$ cat config.mk
export PLATFORM = sky130hd
export DESIGN_NAME = rgb_mem_arbiter
export DESIGN_NICKNAME = d
export VERILOG_FILES = /design/src/rtl/rgb_mem_arbiter.sv
export SDC_FILE = /design/constraint.sdc
export NUM_CORES = 1
export LEC_CHECK = 0
export CAP_MARGIN = 15
export CORE_MARGIN = 2
export CORE_UTILIZATION = 35
export CTS_CLUSTER_SIZE = 8
export DETAILED_ROUTE_END_ITERATION = 8
export GPL_ROUTABILITY_DRIVEN = 0
export GPL_TIMING_DRIVEN = 0
export PLACE_DENSITY = 0.81
export RECOVER_POWER = 25
export SKIP_LAST_GASP = 1
export SLEW_MARGIN = 0
export SYNTH_ARGS = -nofsm -noshare
export SYNTH_HDL_FRONTEND = slang
export SYNTH_SLANG_ARGS = --single-unit
$ cat constraint.sdc
create_clock -name clk -period 3.5 [get_ports clk]
set_input_delay 1.05 -clock clk [delete_from_list [all_inputs] [get_ports clk]]
set_output_delay 1.05 -clock clk [all_outputs]
set_load 0.05 [all_outputs]
$ cat src/rtl/rgb_mem_arbiter.sv
// Two-requester arbiter for the R/G/B colour planes. Each grant gives one requester all three
// planes for one cycle. Define ARB_RR_EN for round-robin arbitration instead of fixed priority.
module rgb_mem_arbiter #(
  parameter int unsigned ADDR_W   = 14,
  parameter int unsigned DATA_W   = 8,
  parameter int unsigned MAX_WAIT = 8
) (
  input  logic                  clk,
  input  logic                  reset,

  input  logic                  m0_req,
  input  logic                  m0_lock,
  input  logic [2:0]            m0_wr,
  input  logic [3*ADDR_W-1:0]   m0_addr,
  input  logic [3*DATA_W-1:0]   m0_wdata,
  output logic                  m0_gnt,
  output logic                  m0_rvalid,
  output logic [3*DATA_W-1:0]   m0_rdata,

  input  logic                  m1_req,
  input  logic                  m1_lock,
  input  logic [2:0]            m1_wr,
  input  logic [3*ADDR_W-1:0]   m1_addr,
  input  logic [3*DATA_W-1:0]   m1_wdata,
  output logic                  m1_gnt,
  output logic                  m1_rvalid,
  output logic [3*DATA_W-1:0]   m1_rdata,

  output logic [2:0]            mem_wr,
  output logic [3*ADDR_W-1:0]   mem_addr,
  output logic [3*DATA_W-1:0]   mem_wdata,
  input  logic [3*DATA_W-1:0]   mem_rdata
);

  typedef enum logic [1:0] {
    StArb   = 2'd0,
    StLock0 = 2'd1,
    StLock1 = 2'd2
  } state_e;

  state_e                r_state;
  state_e                w_state_nxt;
  logic                  w_gnt0;
  logic                  w_gnt1;
  logic                  w_any_gnt;
  logic [2:0]            w_sel_wr;
  logic [3*ADDR_W-1:0]   w_sel_addr;
  logic [3*DATA_W-1:0]   w_sel_wdata;

  logic [2:0]            r_mem_wr;
  logic [3*ADDR_W-1:0]   r_mem_addr;
  logic [3*DATA_W-1:0]   r_mem_wdata;
  logic [1:0]            r_tag_s1;
  logic [1:0]            r_rvalid;

`ifdef ARB_RR_EN
  // Set when m1 holds the higher priority for the next contested cycle.
  logic                  r_rr_fav1;
`else
  logic [7:0]            r_wait_cnt;
  logic [7:0]            w_wait_nxt;
  logic                  w_starve;

  assign w_starve = (r_wait_cnt == 8'(MAX_WAIT));
`endif

  always_comb begin
    w_gnt0      = 1'b0;
    w_gnt1      = 1'b0;
    w_state_nxt = r_state;
    unique case (r_state)
      StArb: begin
`ifdef ARB_RR_EN
        if (m0_req && m1_req) begin
          w_gnt0 = ~r_rr_fav1;
          w_gnt1 = r_rr_fav1;
        end else begin
          w_gnt0 = m0_req;
          w_gnt1 = m1_req;
        end
`else
        if (m1_req && (w_starve || !m0_req)) begin
          w_gnt1 = 1'b1;
        end else begin
          w_gnt0 = m0_req;
        end
`endif
        if (w_gnt0 && m0_lock) begin
          w_state_nxt = StLock0;
        end else if (w_gnt1 && m1_lock) begin
          w_state_nxt = StLock1;
        end
      end
      StLock0: begin
        w_gnt0 = m0_req;
        if (!m0_req || !m0_lock) begin
          w_state_nxt = StArb;
        end
      end
      StLock1: begin
        w_gnt1 = m1_req;
        if (!m1_req || !m1_lock) begin
          w_state_nxt = StArb;
        end
      end
      default: begin
        w_state_nxt = StArb;
      end
    endcase
    if (reset) begin
      w_gnt0      = 1'b0;
      w_gnt1      = 1'b0;
      w_state_nxt = StArb;
    end
  end

  always_ff @(posedge clk or posedge reset) begin
    if (reset) begin
      r_state <= StArb;
    end else begin
      r_state <= w_state_nxt;
    end
  end

`ifdef ARB_RR_EN
  always_ff @(posedge clk or posedge reset) begin
    if (reset) begin
      r_rr_fav1 <= 1'b0;
    end else if (w_gnt0) begin
      r_rr_fav1 <= 1'b1;
    end else if (w_gnt1) begin
      r_rr_fav1 <= 1'b0;
    end
  end
`else
  // Counts consecutive denied cycles of m1; the lock states keep counting but never override.
  always_comb begin
    w_wait_nxt = 8'd0;
    if (m1_req && !w_gnt1) begin
      w_wait_nxt = w_starve ? r_wait_cnt : r_wait_cnt + 8'd1;
    end
  end

  always_ff @(posedge clk or posedge reset) begin
    if (reset) begin
      r_wait_cnt <= 8'd0;
    end else begin
      r_wait_cnt <= w_wait_nxt;
    end
  end
`endif

  assign w_any_gnt   = w_gnt0 | w_gnt1;
  assign w_sel_wr    = w_gnt1 ? m1_wr    : m0_wr;
  assign w_sel_addr  = w_gnt1 ? m1_addr  : m0_addr;
  assign w_sel_wdata = w_gnt1 ? m1_wdata : m0_wdata;

  // Address and write data hold across idle cycles; only the write enables drop.
  always_ff @(posedge clk or posedge reset) begin
    if (reset) begin
      r_mem_wr    <= 3'b000;
      r_mem_addr  <= '0;
      r_mem_wdata <= '0;
    end else begin
      r_mem_wr <= w_any_gnt ? w_sel_wr : 3'b000;
      if (w_any_gnt) begin
        r_mem_addr  <= w_sel_addr;
        r_mem_wdata <= w_sel_wdata;
      end
    end
  end

  // Owner tags follow each access through the memory's one-cycle read latency.
  always_ff @(posedge clk or posedge reset) begin
    if (reset) begin
      r_tag_s1 <= 2'b00;
      r_rvalid <= 2'b00;
    end else begin
      r_tag_s1 <= {w_gnt1, w_gnt0};
      r_rvalid <= r_tag_s1;
    end
  end

  assign m0_gnt    = w_gnt0;
  assign m1_gnt    = w_gnt1;
  assign m0_rvalid = r_rvalid[0];
  assign m1_rvalid = r_rvalid[1];
  assign m0_rdata  = mem_rdata;
  assign m1_rdata  = mem_rdata;
  assign mem_wr    = r_mem_wr;
  assign mem_addr  = r_mem_addr;
  assign mem_wdata = r_mem_wdata;

endmodule

==> impl_metrics.csv <==
group,metric,value,unit
run_status,status,"finished clean",
synthesis,synthArstFlopShare,100,%
sta,final_max_slew_viol_count,0,
critical_path,worst-setup-path-type,"input port to primary output",
pwr,seqPwrFrac,33.3,%
finish,syn2layout_area_growth,77.1,%
critical_path,rr_startpoint,"r_state[0]",
floorplanning,pin_count,289,
worst_hold_path,hold_depth,0,
route,ant_nets,0,
cts,worstSkewPairLatency,0.33,ns
global_route,grt_overflow,0,
cts,cts_buffers,9,
cts,cts_tree,"done",
sta,worst_pin_slew,1.32,ns
sta,timing.final.crit_share,99.8,%
critical_path,reg2reg_to,"mem_addr[9]",
synthesis,synth_flop_cell,"dfrtp_1",
pwr,switching_share,35.1,%
synthesis,synth_top_area_share,50.9,%
critical_path,rr_worst_depth,7,
floorplanning,chipWidth,112,µm
finish,final_util,63.3,%
pwr,powerDensity,476,mW/mm²
sta,post-route-worst-setup-slack,0.00531,ns
sta,finalHoldViolCount,0,
route,drtIter0Drc,145,
critical_path,cp-startpoint,"m0_req",
run,maxCapViolCount,0,
route,wirelength,13300,µm
synthesis,syn-num-nets,508,
finish,finish.net_count,784,
floorplanning,core_region_area,0.0114,mm²
global_route,grt_pass1_vias,4113,
route,drc,0,
finish,drive_gt1_share,30.9,%
synthesis,ys_warn_count,0,
cts,htreeDepth,3,
sta,finalSetupViolations,0,
synthesis,syn_area_per_cell,12.1,µm²
route,route.vias.total,3745,
pwr,ir_drop,274,µV
synthesis,ys_seq_area_share,50.9,%
worst_hold_path,timing.hold.worst.start,"r_tag_s1[0]",
finish,layout.cells.non_filler,762,
critical_path,cp_max_fo,14,
placement,dp_hpwl,10400,µm
critical_path,arrival,2.44,ns
global_route,grt_pass1_wl,20700,µm
floorplanning,die_y,112,µm
pwr,clkPwrFrac,26.7,%
global_route,antenna_found_initial,0,
synthesis,ys_ff_latch,83,
cts,cts.sinks,83,
synthesis,syn_inst,338,
pwr,power,3.44,mW
placement,dp.cells,746,
critical_path,cp.required,2.45,ns
critical_path,cp-start-kind,"input port",
placement,io_buffers,264,
sta,setup_tns,0,ns
finish,antenna_cells,0,
pwr,power.switching,1.21,mW
floorplanning,rows,39,
worst_hold_path,whs_endpoint,"r_rvalid[0]",
synthesis,syn_area,0.00408,mm²
synthesis,ys_top_cells_by_area,"dfrtp_1 (51%), or2_2 (10%), o221a_2 (9.7%)",
synthesis,synth_area_leader_cell,"dfrtp_1",
route,avgViaCountPerCell,4.91,
pwr,combPwrFrac,40.0,%
worst_hold_path,min_path_type,"flop to flop",
global_route,grtUsageTotal,20.7,%
cts,clockBufferDepth,2,
synthesis,synthDistinctLibCells,30,
critical_path,cp-end-kind,"primary output",
synthesis,synth_edf_count,0,
global_route,grt_max_degree,56,
sta,fmax,0.286,GHz
pwr,p_int,2.24,mW
pwr,p_leak,2.94,nW
route,wl_per_cell,17.5,µm
cts,clk_pin_slew,0.06,ns
floorplanning,start_util,35.8,%
placement,post-place-ws,-0.861,ns
cts,root_buffer,"clkbuf_16",
critical_path,ff2ff_setup_slack,1.29,ns
cts,ctsHoldBuffers,0,
floorplanning,die_area,0.0125,mm²
sta,slew_headroom,11.7,%
sta,finClkSkew,0.00856,ns
route,drt_first_pass_iters,4,
sta,layout_min_cycle_time,3.49,ns
-- through the flow --
stage               cell area, µm²  hold slack (ns)
floorplan                     4080            0.331
global placement              6900            0.332
detailed placement            6930            0.343
CTS                           7220            0.357
global route                  7230            0.363
finish                        7230            0.353
-- state kept, by name (all words and copies together) (netlist names) --
name and count:
r_rvalid 2, mem_wdata 24, r_state 2, mem_wr 3, r_tag_s1 2, mem_addr 42, r_wait_cnt 8
-- logic make-up (layout without fill, tap and decap cells) --
family | after synthesis | after routing | share of synthesized area, %
AOI/OAI and AO/OA | 75 | 75 | 20.1
xor gates and xnor gates | 6 | 6 | 1.29
adders and majority gates | 2 | 2 | 0.613
buffers and inverters | 78 | 359 | 13.0
DFF | 83 | 83 | 50.9
muxes | 2 | 2 | 0.521
and+or+nand+nor | 92 | 92 | 13.7
-- how the worst max path moves through the flow --
stage / to / slack, ns / cells after the start
floorplan: mem_addr[0] / 0.31 / 1
global placement: mem_addr[0] / -1.10 / 2
detailed placement: m0_gnt / -0.86 / 8
CTS: m0_gnt / -0.02 / 7
global route: m0_gnt / -0.01 / 6
finish: m0_gnt / 0.005 / 6
-- Yosys cell counts, drive strengths merged, types with 3 or more instances --
cell type	instances
o221a	66
a22o	3
inv	7
or2	66
xor2	5
dfrtp	83
nand3	5
clkbuf	10
buf	61
nor2	11
-- cell type report --
class	instances	area, µm²
inverters	7	32.5
repair buffers	266	2670
clock inverters	5	53.8
flip-flops and latches	83	2080
well taps	143	179
plain buffers	70	504
multi-input cells	177	1480
fillers	904	4190
clock buffers	11	233
-- power groups by stage --
stage | combinational (mW) | clock, mW | sequential [mW]
after CTS | 1.39 | 0.936 | 1.15
after detailed placement | 1.38 | 0 | 1.16
final | 1.38 | 0.919 | 1.15
after floorplan | 0.418 | 0 | 1.58
after global placement | 1.36 | 0 | 1.15
after global routing | 1.44 | 0.984 | 1.16
-- timing repair --
action,CTS,global route
resized for setup,20,5
pin swaps,0,0
setup endpoints to repair,2,2
setup buffers,0,1
-- worst max-delay path, stage by stage --
cell and delay, ns:
clkdlybuf4s50_1 0.49, nand2b_1 0.12, or3_4 0.40, buf_12 0.16, inv_6 0.07, buf_8 0.14
-- cells in the final DEF (no fill, tap or decap), types with 2 or more instances in the layout --
master / instances
xor2_1: 5
o221a_2: 35
o221a_1: 31
buf_4: 49
ha_1: 2
buf_2: 6
inv_1: 4
dfrtp_1: 83
or3_4: 2
a22o_1: 3
clkbuf_16: 9
clkdlybuf4s50_1: 261
nand3_1: 5
o21ai_0: 2
and3_1: 2
or2_2: 66
nand2b_1: 2
nor2_1: 10
buf_6: 6
clkinv_2: 3
clkbuf_1: 12
-- routing by layer --
layer,track usage (%),routed length [µm],up-vias
met4,8.29,327,0
met5,0,0,-
met2,36.9,6890,191
met1,23.7,5140,1803
li1,-,-,1728
met3,5.17,964,23
No activity file was read; power rests on OpenSTA's default activity.
